**config.mk**
```make
export PLATFORM = sky130hd
export DESIGN_NAME = rx_hex_display
export DESIGN_NICKNAME = d
export VERILOG_FILES = /design/src/rtl/rx_hex_display.sv
export SDC_FILE = /design/constraint.sdc
export NUM_CORES = 1
export LEC_CHECK = 0
export BUFFER_PORTS_ARGS = -buffer_cell sky130_fd_sc_hd__buf_4
export CAP_MARGIN = 20
export CORE_AREA = 2 2 108 110
export CTS_CLUSTER_SIZE = 8
export DETAILED_ROUTE_END_ITERATION = 10
export DIE_AREA = 0 0 110 112
export GPL_TIMING_DRIVEN = 0
export PLACE_DENSITY = 0.47
export SYNTH_ARGS = -nofsm -noshare
export SYNTH_HDL_FRONTEND = slang
export SYNTH_SLANG_ARGS = --single-unit
```
**constraint.sdc**
```tcl
create_clock -name clk -period 3.4 [get_ports clk]
set_clock_uncertainty 0.15 [all_clocks]
set_input_delay 0.51 -clock clk [delete_from_list [all_inputs] [get_ports clk]]
set_output_delay 0.51 -clock clk [all_outputs]
set_load 0.02 [all_outputs]
```
**src/rtl/rx_hex_display.sv**
```systemverilog
// Live hex view of the last four received UART bytes on an 8-digit multiplexed 7-segment display.
// Optional build macro RX_BLANK_EN: digits belonging to bytes not yet received are shown blank.
module rx_hex_display #(
  parameter int SCAN_CNT_MAX = 20000
) (
  input  logic       clk,
  input  logic       rst,
  input  logic       valid,
  input  logic [7:0] data,
  input  logic       clear,
  output logic [7:0] led_en,
  output logic [7:0] led_seg,
  output logic [2:0] count
);

  localparam int SCAN_W = (SCAN_CNT_MAX > 2) ? $clog2(SCAN_CNT_MAX) : 1;
  localparam logic [SCAN_W-1:0] SCAN_LAST = SCAN_W'(SCAN_CNT_MAX - 1);
  localparam logic [7:0] SEG_BLANK = 8'hFF;

  function automatic logic [7:0] hex_font(input logic [3:0] nib);
    logic [7:0] seg;
    case (nib)
      4'h0: seg = 8'hC0;
      4'h1: seg = 8'hF9;
      4'h2: seg = 8'hA4;
      4'h3: seg = 8'hB0;
      4'h4: seg = 8'h99;
      4'h5: seg = 8'h92;
      4'h6: seg = 8'h82;
      4'h7: seg = 8'hF8;
      4'h8: seg = 8'h80;
      4'h9: seg = 8'h90;
      4'hA: seg = 8'h88;
      4'hB: seg = 8'h83;
      4'hC: seg = 8'hC6;
      4'hD: seg = 8'hA1;
      4'hE: seg = 8'h86;
      default: seg = 8'h8E;
    endcase
    return seg;
  endfunction

  function automatic logic [7:0] digit_enable(input logic [2:0] sel);
    return ~(8'b0000_0001 << sel);
  endfunction

  logic [7:0]        hist_p0 [4];
  logic [2:0]        count_p0;
  logic [SCAN_W-1:0] scan_cnt_p0;
  logic [2:0]        idx_p0;

  // Stage 0: byte history, fill count and digit scan
  always_ff @(posedge clk or negedge rst) begin
    if (!rst) begin
      for (int k = 0; k < 4; k++) hist_p0[k] <= 8'h00;
      count_p0 <= 3'd0;
    end else if (clear) begin
      for (int k = 0; k < 4; k++) hist_p0[k] <= 8'h00;
      count_p0 <= 3'd0;
    end else if (valid) begin
      hist_p0[3] <= hist_p0[2];
      hist_p0[2] <= hist_p0[1];
      hist_p0[1] <= hist_p0[0];
      hist_p0[0] <= data;
      if (count_p0 != 3'd4) count_p0 <= count_p0 + 3'd1;
    end
  end

  // The scan is independent of traffic so the display never stalls on clear/valid.
  always_ff @(posedge clk or negedge rst) begin
    if (!rst) begin
      scan_cnt_p0 <= '0;
      idx_p0      <= 3'd0;
    end else if (scan_cnt_p0 == SCAN_LAST) begin
      scan_cnt_p0 <= '0;
      idx_p0      <= idx_p0 + 3'd1;
    end else begin
      scan_cnt_p0 <= scan_cnt_p0 + SCAN_W'(1);
    end
  end

  assign count = count_p0;

  logic [1:0] byte_sel;
  logic [7:0] sel_byte;
  logic [3:0] sel_nib;
  logic       sel_filled;
  logic [7:0] seg_next;

  always_comb begin
    byte_sel   = idx_p0[2:1];
    sel_byte   = hist_p0[byte_sel];
    sel_nib    = idx_p0[0] ? sel_byte[7:4] : sel_byte[3:0];
    sel_filled = ({1'b0, byte_sel} < count_p0);
`ifdef RX_BLANK_EN
    seg_next   = sel_filled ? hex_font(sel_nib) : SEG_BLANK;
`else
    seg_next   = hex_font(sel_nib);
`endif
  end

  // Stage 1: registered display drive, one cycle behind idx/history
  always_ff @(posedge clk or negedge rst) begin
    if (!rst) begin
      led_en  <= SEG_BLANK;
      led_seg <= SEG_BLANK;
    end else begin
      led_en  <= digit_enable(idx_p0);
      led_seg <= seg_next;
    end
  end

`ifndef RX_BLANK_EN
  logic unused_fill;
  assign unused_fill = sel_filled;
`endif

endmodule
```
==> impl_metrics.ini, run 1 <==
[logic_synthesis]
synth-main-ff-cell = dfrtp_1
synth_seq_area_share = 0.522
synthMuxAreaShare = 0.206
synth-seq-cells = 68
synth_edf_count = 0
synthAdderAreaFrac = 0.0569
synth-simple-area-share = 0.113
syn_area_um2 = 3300
ys_warn_count = 0
ys_async_sr_fraction = 1.00
synth_compound_area_frac = 0.0247
syn_inst = 271
syn_nets = 298
synth_top_family_by_area = multiplexers
yosysUniqueCellTypes = 42
netlist_top_cells_area = dfrtp_1 (40%), mux2i_1 (12%), dfstp_2 (12%)
synth_xor_area_frac = 0.0398
synth_area_leader_cell = dfrtp_1
avgSynthCellArea_um2 = 12.2
synth_top_area_frac = 0.402

[place]
placed_cells = 441
dp_hpwl_mm = 4.07
gp_congestion = 0.761
placed_area_um2 = 3680
portBuffers = 27

[floorplanning]
initial_core_util = 0.295
dieArea_um2 = 12300
io_pins = 31
die_w_um = 110
fp.dieH_um = 112
rows = 39
coreArea_um2 = 11200

[power]
vdd_drop_max_mv = 0.148
power_density_nw_per_um2 = 465
p_leak_nw = 1.86

[grt]
grt_pass1_wl_mm = 10.4
grt_antenna_before_repair = 0
grt.overflow.total = 0
grtUsageTotal = 0.112
first_global_vias = 2021
grt_max_degree = 69

[cells_and_area]
syn_to_final_growth_pct = 19.6
nets = 336
drive_above_1_share = 0.226
final_cell_mix = dfrtp_1 (53), nor2_1 (45), mux2i_1 (40), buf_4 (29)
final_util = 0.353
diodes = 0
mostFrequentLayoutCell = dfrtp_1
final_area_um2 = 3940
fin_cells = 457

[setup_path]
worst-path-max-fanout = 9
path_class = reg -> reg
crit_chain = buf_6, mux4_1, mux2i_1, inv_1, ha_1, mux2_2, o21ai_0
crit_path_max_incr_delay_ps = 590
worstSetupEndpointType = flip-flop
worst-r2r-cell-count = 7
critPathSlowestCell = mux4_1
r2r_start = idx_p0[1]$_DFFE_PN0N_
cp-startpoint = idx_p0[1]$_DFFE_PN0N_
cp.required_ps = 3490
start_kind = flip-flop
arrival_ps = 2790

[job]
max_cap_violations = 0

[routing]
drt_wl_total_mm = 6.09
drtIter0Drc = 136
drc = 0
num_vias = 2051
postRouteAntennaNets = 0
drtPass1Iterations = 4
via_per_inst = 4.49
routedWlPerCell_um = 13.3

[timing]
finalSetupTns_ps = 0
min_period_ps = 2710
rsz0062_at_grt = false
timing.final.crit_share = 0.796
hold_viol = 0
final-setup-viol-count = 0
relSlewSlack = 0.430
max_freq_ghz = 0.369
tightest_slew_ps = 856
maxSlewViolCount = 0

[clock_network]
cts.sinks = 68
ctsHoldBuffers = 0
cts-root-buf = clkbuf_16
htree_levels = 3
cts_tree = yes
clkSlewWorstSetupHoldPaths_ps = 50
cts_resized = 0
numCtsBuffers = 9
cts_setup_buffers = 0
clk_latency_ps = 330
clk_path_buf_depth = 2

[min_path]
hp-class = in -> async

[status]
status = complete, no violations
[stage by stage]
step           total power [mW]  setup WS, ps  hold slack [ps]
2_1_floorplan             0.954          1050             64.4
3_3_place_gp               1.01           694              328
3_5_place_dp               1.02           691              338
4_1_cts                    1.87           673              187
5_1_grt                    1.94           483              226
6_report                   1.83           693              136
[cells by family (layout without fill, tap and decap cells)]
kind of cell | Yosys count | after routing
and+or+nand+nor | 82 | 82
DFF | 68 | 68
muxes | 53 | 53
buffers and inverters | 25 | 68
adders and majority gates | 15 | 15
xor gates and xnor gates | 15 | 15
AOI/OAI and AO/OA | 12 | 12
other | 1 | 1
[flip-flops by register name, summed over array words and instances (netlist names)]
register and flops:
scan_cnt_p0 15, led_en 8, led_seg 7, count 3, hist_p0 32, idx_p0 3
[worst max-delay path, delay by kind of cell (launching register included)]
family	cells	cell delay, ps
compound gates	1	180
fa+ha+maj	1	240
buf+inv	2	360
mux	3	1300
flops	1	390
[synth_stat cells, types with 2 or more instances]
master / n
ha_1: 15
mux2_2: 2
or3_1: 2
nor2b_1: 2
o21ai_0: 3
xor2_1: 6
clkbuf_1: 8
nand3_1: 7
a21oi_1: 2
nand4_1: 5
inv_1: 11
nor2_1: 45
mux2i_4: 2
dfrtp_1: 53
mux4_2: 4
dfstp_2: 15
mux4_1: 4
buf_4: 2
nor3_1: 3
xnor2_1: 9
mux2i_1: 40
nor4_1: 2
nand2_1: 10
[power by group]
part | internal [mW] | switching, mW | leakage [nW]
logic | 0.0629 | 0.0857 | 0.856
clock network | 0.512 | 0.324 | 0.131
registers | 0.837 | 0.0130 | 0.873
[per-layer routing]
metal / up-vias / GRT usage / routed length, µm
met5: - / 0 / 0
met4: 0 / 0.0608 / 128
met3: 9 / 0.0304 / 243
met2: 38 / 0.155 / 2640
met1: 996 / 0.158 / 3080
li1: 1008 / - / -
[worst paths after layout]
kind	end	slack [ps]
setup reg to reg	led_seg[4]$_DFF_PN1_	690
min in group clk	hist_p0[26]$_DFFE_PN0P_	270
setup / recovery	led_seg[4]$_DFF_PN1_	690
hold reg to reg	led_en[4]$_DFF_PN1_	340
max in group asynchronous	idx_p0[2]$_DFFE_PN0N_	2400
hold / removal	count[0]$_DFFE_PN0P_	140
[cell type report]
type / count / area [µm²]
multi-input cells: 178 / 1460
clock buffers: 14 / 254
fillers: 1107 / 7230
inverters: 12 / 45.0
clock inverters: 2 / 10.0
well taps: 143 / 179
plain buffers: 13 / 75.1
flip-flops and latches: 68 / 1720
repair buffers: 27 / 203
(Power assumes the default switching activity.)
==> run 2, diff against run 1 <==
==> constraint.sdc (replaced) <==
create_clock -name clk -period 2.5 [get_ports clk]
set_clock_uncertainty 0.15 [all_clocks]
set_input_delay 0.375 -clock clk [delete_from_list [all_inputs] [get_ports clk]]
set_output_delay 0.375 -clock clk [all_outputs]
set_load 0.02 [all_outputs]
==> impl_metrics.ini, run 2 (same netlist as run 1, synthesis figures left out) <==
[status]
status = complete, no violations

[floorplanning]
io_pins = 31
coreArea_um2 = 11200
die_w_um = 110
dieArea_um2 = 12300
fp.dieH_um = 112
initial_core_util = 0.295
rows = 39

[place]
dp_hpwl_mm = 4.07
pre_cts_slack_ps = -209
gp_congestion = 0.761
portBuffers = 27

[job]
max_cap_violations = 0

[grt]
grtUsageTotal = 0.113
grt_antenna_before_repair = 0
grt_pass1_wl_mm = 10.4
grt_max_degree = 69
grt.overflow.total = 0
first_global_vias = 2035

[setup_path]
worst-path-max-fanout = 9
cp_top_family = multiplexers
crit_chain = buf_8, mux4_1, mux2i_4, inv_1, ha_1, mux2_2, o21ai_0
worst-r2r-cell-count = 7
r2r-end = led_seg[4]$_DFF_PN1_
start_kind = flip-flop
crit_path_max_incr_delay_ps = 600
r2r_start = idx_p0[1]$_DFFE_PN0N_
path_class = reg -> reg
critPathBufInv = 2
critPathSlowestCell = mux4_1
worstSetupEndpointType = flip-flop
arrival_ps = 2490
r2r_slack_ps = 90
cp.required_ps = 2590

[routing]
top_layer = met4
drtPass1Iterations = 4
num_vias = 2076
routedWlPerCell_um = 13.2
postRouteAntennaNets = 0
wl_met3_um = 270
dr_wl_met2_mm = 2.64
via_per_inst = 4.51
drtIter0Drc = 120
drt_wl_total_mm = 6.09
met1_length_mm = 3.05
drc = 0

[clock_network]
cts_tree = yes
ctsHoldBuffers = 0
clkSlewWorstSetupHoldPaths_ps = 50
cts-root-buf = clkbuf_16
cts.sinks = 68
clk_path_buf_depth = 2
numCtsBuffers = 9
htree_levels = 3
clk_latency_ps = 330

[timing]
tightest_slew_ps = 856
hold_viol = 0
min_period_ps = 2410
relSlewSlack = 0.429
max_freq_ghz = 0.416
fin_ws_ps = 93.5
timing.final.crit_share = 0.963
final-setup-viol-count = 0
fin_hold_ws_ps = 1.58
maxSlewViolCount = 0
rsz0062_at_grt = true

[cells_and_area]
nets = 339
syn_to_final_growth_pct = 21.0
largest_register_ffs = 32
drive_above_1_share = 0.243
mostFrequentLayoutCell = dfrtp_1
num-fill-cells = 1105
diodes = 0
reg_top3 = hist_p0 (32), scan_cnt_p0 (15), led_en (8)
top_register = hist_p0
final_cell_mix = dfrtp_1 (53), nor2_1 (45), mux2i_1 (38), buf_4 (32)

[power]
power_density_nw_per_um2 = 627
vdd_drop_max_mv = 0.200
p_leak_nw = 1.86

[min_path]
hp-class = in -> async
## run 2: changes by cell type in the layout (fill, tap and decap cells not counted), sizes merged
cell / previous run / this run
buf: 31 / 34
## run 2: how the worst max path moves through the flow
stage,depth (start not counted),endpoint,startpoint
after floorplan,7,led_seg[0]$_DFF_PN1_,idx_p0[1]$_DFFE_PN0N_
after global placement,7,led_seg[0]$_DFF_PN1_,idx_p0[1]$_DFFE_PN0N_
after detailed placement,7,led_seg[4]$_DFF_PN1_,idx_p0[1]$_DFFE_PN0N_
after CTS,7,led_seg[4]$_DFF_PN1_,idx_p0[1]$_DFFE_PN0N_
after global routing,7,led_seg[4]$_DFF_PN1_,idx_p0[1]$_DFFE_PN0N_
final,7,led_seg[4]$_DFF_PN1_,idx_p0[1]$_DFFE_PN0N_
## run 2: cell type report
cell class,instances,area (µm²),share of cell area
clock buffers,14,254,0.0637
repair buffers,30,225,0.0564
clock inverters,2,10.0,0.00251
inverters,12,45.0,0.0113
plain buffers,13,78.8,0.0198
flip-flops and latches,68,1720,0.431
multi-input cells,178,1480,0.370
well taps,143,179,0.0448
## run 2: per-layer routing
layer	vias to the layer above	GRT usage
met5	-	0
met1	1009	0.159
met4	0	0.0608
met3	9	0.0304
met2	42	0.157
li1	1016	-
## run 2: power by group
group	internal, mW	leakage [nW]	switching, mW
Clock	0.696	0.131	0.440
Sequential	1.14	0.873	0.0178
Combinational	0.0896	0.856	0.118
## run 2: worst register-to-register path: cells and delay by family, from the launching register on
kind,cells,cell delay [ps]
AOI/OAI and AO/OA,1,180
adders and majority gates,1,210
buffers and inverters,2,290
DFF,1,370
muxes,3,1110
## run 2: metrics by stage
stage / TNS, ps / cell area, µm² / utilization / power (mW) / instances
final: 0 / 3990 / 0.357 / 2.50 / 460
after global placement: -860 / 3680 / 0.329 / 1.38 / 441
after CTS: 0 / 3960 / 0.355 / 2.55 / 457
after detailed placement: -913 / 3680 / 0.329 / 1.38 / 441
after floorplan: 0 / 3300 / - / 1.30 / 271
after global routing: -35.1 / 3990 / 0.357 / 2.64 / 460
## run 2: what timing repair did
| action | CTS | global route |
|---|---|---|
| gates resized for setup | 5 | 1 |
| setup buffers | 0 | 3 |
| setup endpoints to repair | 7 | 3 |
==> run 3, diff against run 2 <==
--- a/config.mk
+++ b/config.mk
@@ -13,6 +13,7 @@
 export DIE_AREA = 0 0 110 112
 export GPL_TIMING_DRIVEN = 0
 export PLACE_DENSITY = 0.47
+export SETUP_SLACK_MARGIN = 0.1
 export SYNTH_ARGS = -nofsm -noshare
 export SYNTH_HDL_FRONTEND = slang
 export SYNTH_SLANG_ARGS = --single-unit
==> impl_metrics.ini, run 3 (same netlist as run 1, synthesis figures left out) <==
[status]
status = complete, no violations

[power]
clockPowerShare = 0.454
intPower_mw = 1.93
vdd_drop_max_mv = 0.201
swShare = 0.231
p_leak_nw = 1.85
p_sw_uw = 580
p_comb_frac = 0.084
power_density_nw_per_um2 = 628
pwr-share-seq = 0.462
power_mw = 2.51

[place]
pre_cts_slack_ps = -209
placed_cells = 441
dp_hpwl_mm = 4.07
gp_congestion = 0.761
placed_area_um2 = 3680
portBuffers = 27

[timing]
min_period_ps = 2310
final-setup-viol-count = 0
finalSetupTns_ps = 0
max_freq_ghz = 0.433
maxSlewViolCount = 0
fin_ws_ps = 193
fin_hold_ws_ps = 0.311
hold_viol = 0
timing.final.crit_share = 0.923
tightest_slew_ps = 856
rsz0062_at_grt = false
relSlewSlack = 0.429

[routing]
via_per_inst = 4.53
drt_wl_total_mm = 6.16
drc = 0
drtPass1Iterations = 4
drtIter0Drc = 147
routedWlPerCell_um = 13.3
postRouteAntennaNets = 0
num_vias = 2094

[cells_and_area]
diodes = 0
final-seq-area_um2 = 1720
fin_cells = 462
largest_register_ffs = 32
nets = 341
num-fill-cells = 1108
syn_to_final_growth_pct = 21.1
multi_input_area_um2 = 1470
top_register = hist_p0
reg_top3 = hist_p0 (32), scan_cnt_p0 (15), led_en (8)
final_cell_mix = dfrtp_1 (53), nor2_1 (45), mux2i_1 (38), buf_4 (34)
mostFrequentLayoutCell = dfrtp_1
final_area_um2 = 3990
final_util = 0.357
drive_above_1_share = 0.257

[grt]
grt_max_degree = 69
grtUsageTotal = 0.114
grt.overflow.total = 0
grt_pass1_wl_mm = 10.5
grt_antenna_before_repair = 0
first_global_vias = 2061

[setup_path]
cp_top_family = multiplexers
arrival_ps = 2410
critPathSlowestCell = mux4_2
path_class = reg -> reg
start_kind = flip-flop
crit_path_max_incr_delay_ps = 560
worst-path-max-fanout = 9
crit_chain = buf_8, mux4_2, mux2i_4, buf_4, ha_1, inv_1, or3_1, o21ai_1
worstSetupEndpointType = flip-flop
cp.required_ps = 2610
critPathBufInv = 3

[floorplanning]
initial_core_util = 0.295
coreArea_um2 = 11200
fp.dieH_um = 112
die_w_um = 110
dieArea_um2 = 12300
io_pins = 31
rows = 39

[clock_network]
cts.sinks = 68
cts-root-buf = clkbuf_16
cts_tree = yes
clkSlewWorstSetupHoldPaths_ps = 50
htree_levels = 3
clk_latency_ps = 330
clk_path_buf_depth = 2
numCtsBuffers = 9
ctsHoldBuffers = 0

[job]
max_cap_violations = 0

[min_path]
hp-class = in -> async
-- run 3: cell count changes in the layout (fill, tap and decap cells not counted), sizes merged --
cell,delta
buf,+2
-- run 3: path summary, 6_finish.rpt --
| kind | start | to | slack (ps) | cells past startpoint |
|---|---|---|---|---|
| worst max-delay path | idx_p0[1]$_DFFE_PN0N_ | led_seg[1]$_DFF_PN1_ | 190 | 8 |
| worst min-delay path | rst | count[0]$_DFFE_PN0P_ | 0.3 | 1 |
| worst max register to register | idx_p0[1]$_DFFE_PN0N_ | led_seg[1]$_DFF_PN1_ | 190 | 8 |
| worst min register to register | idx_p0[2]$_DFFE_PN0N_ | led_en[4]$_DFF_PN1_ | 340 | 1 |
| max in group asynchronous | rst | idx_p0[2]$_DFFE_PN0N_ | 1630 | 1 |
| min in group clk | data[2] | hist_p0[26]$_DFFE_PN0P_ | 140 | 3 |
-- run 3: cell type report --
type	count	area share
buffer	13	0.0197
clock buffer	14	0.0636
multi-input combinational	178	0.367
inverter	12	0.0113
timing repair buffer	32	0.0602
clock inverter	2	0.00251
tap	143	0.0448
sequential	68	0.431
-- run 3: power by group through the flow --
stage	Combinational [mW]	Sequential (mW)	Clock, mW
after floorplan	0.108	1.19	0
after global placement	0.204	1.17	0
after detailed placement	0.206	1.17	0
after CTS	0.214	1.16	1.19
after global routing	0.236	1.16	1.25
final	0.211	1.16	1.14
-- run 3: worst register-to-register path: stages, from the launching register on --
cell     delay (ps)
dfrtp_1         370
buf_8           170
mux4_2          560
mux2i_4         200
buf_4           170
ha_1            130
inv_1            50
or3_1           360
o21ai_1          90
-- run 3: what timing repair did --
action / CTS / global route
gates resized for setup: 5 / 5
hold endpoints to repair: 0 / 0
setup endpoints to repair: 7 / 5
buffers inserted: 3 / 2
-- run 3: per-layer routing --
metal  wire length, µm  track usage  vias up
li1                  -            -     1015
met1              3080        0.160     1029
met2              2680        0.160       41
met3               268       0.0304        9
met4               124       0.0608        0
met5                 0            0        -
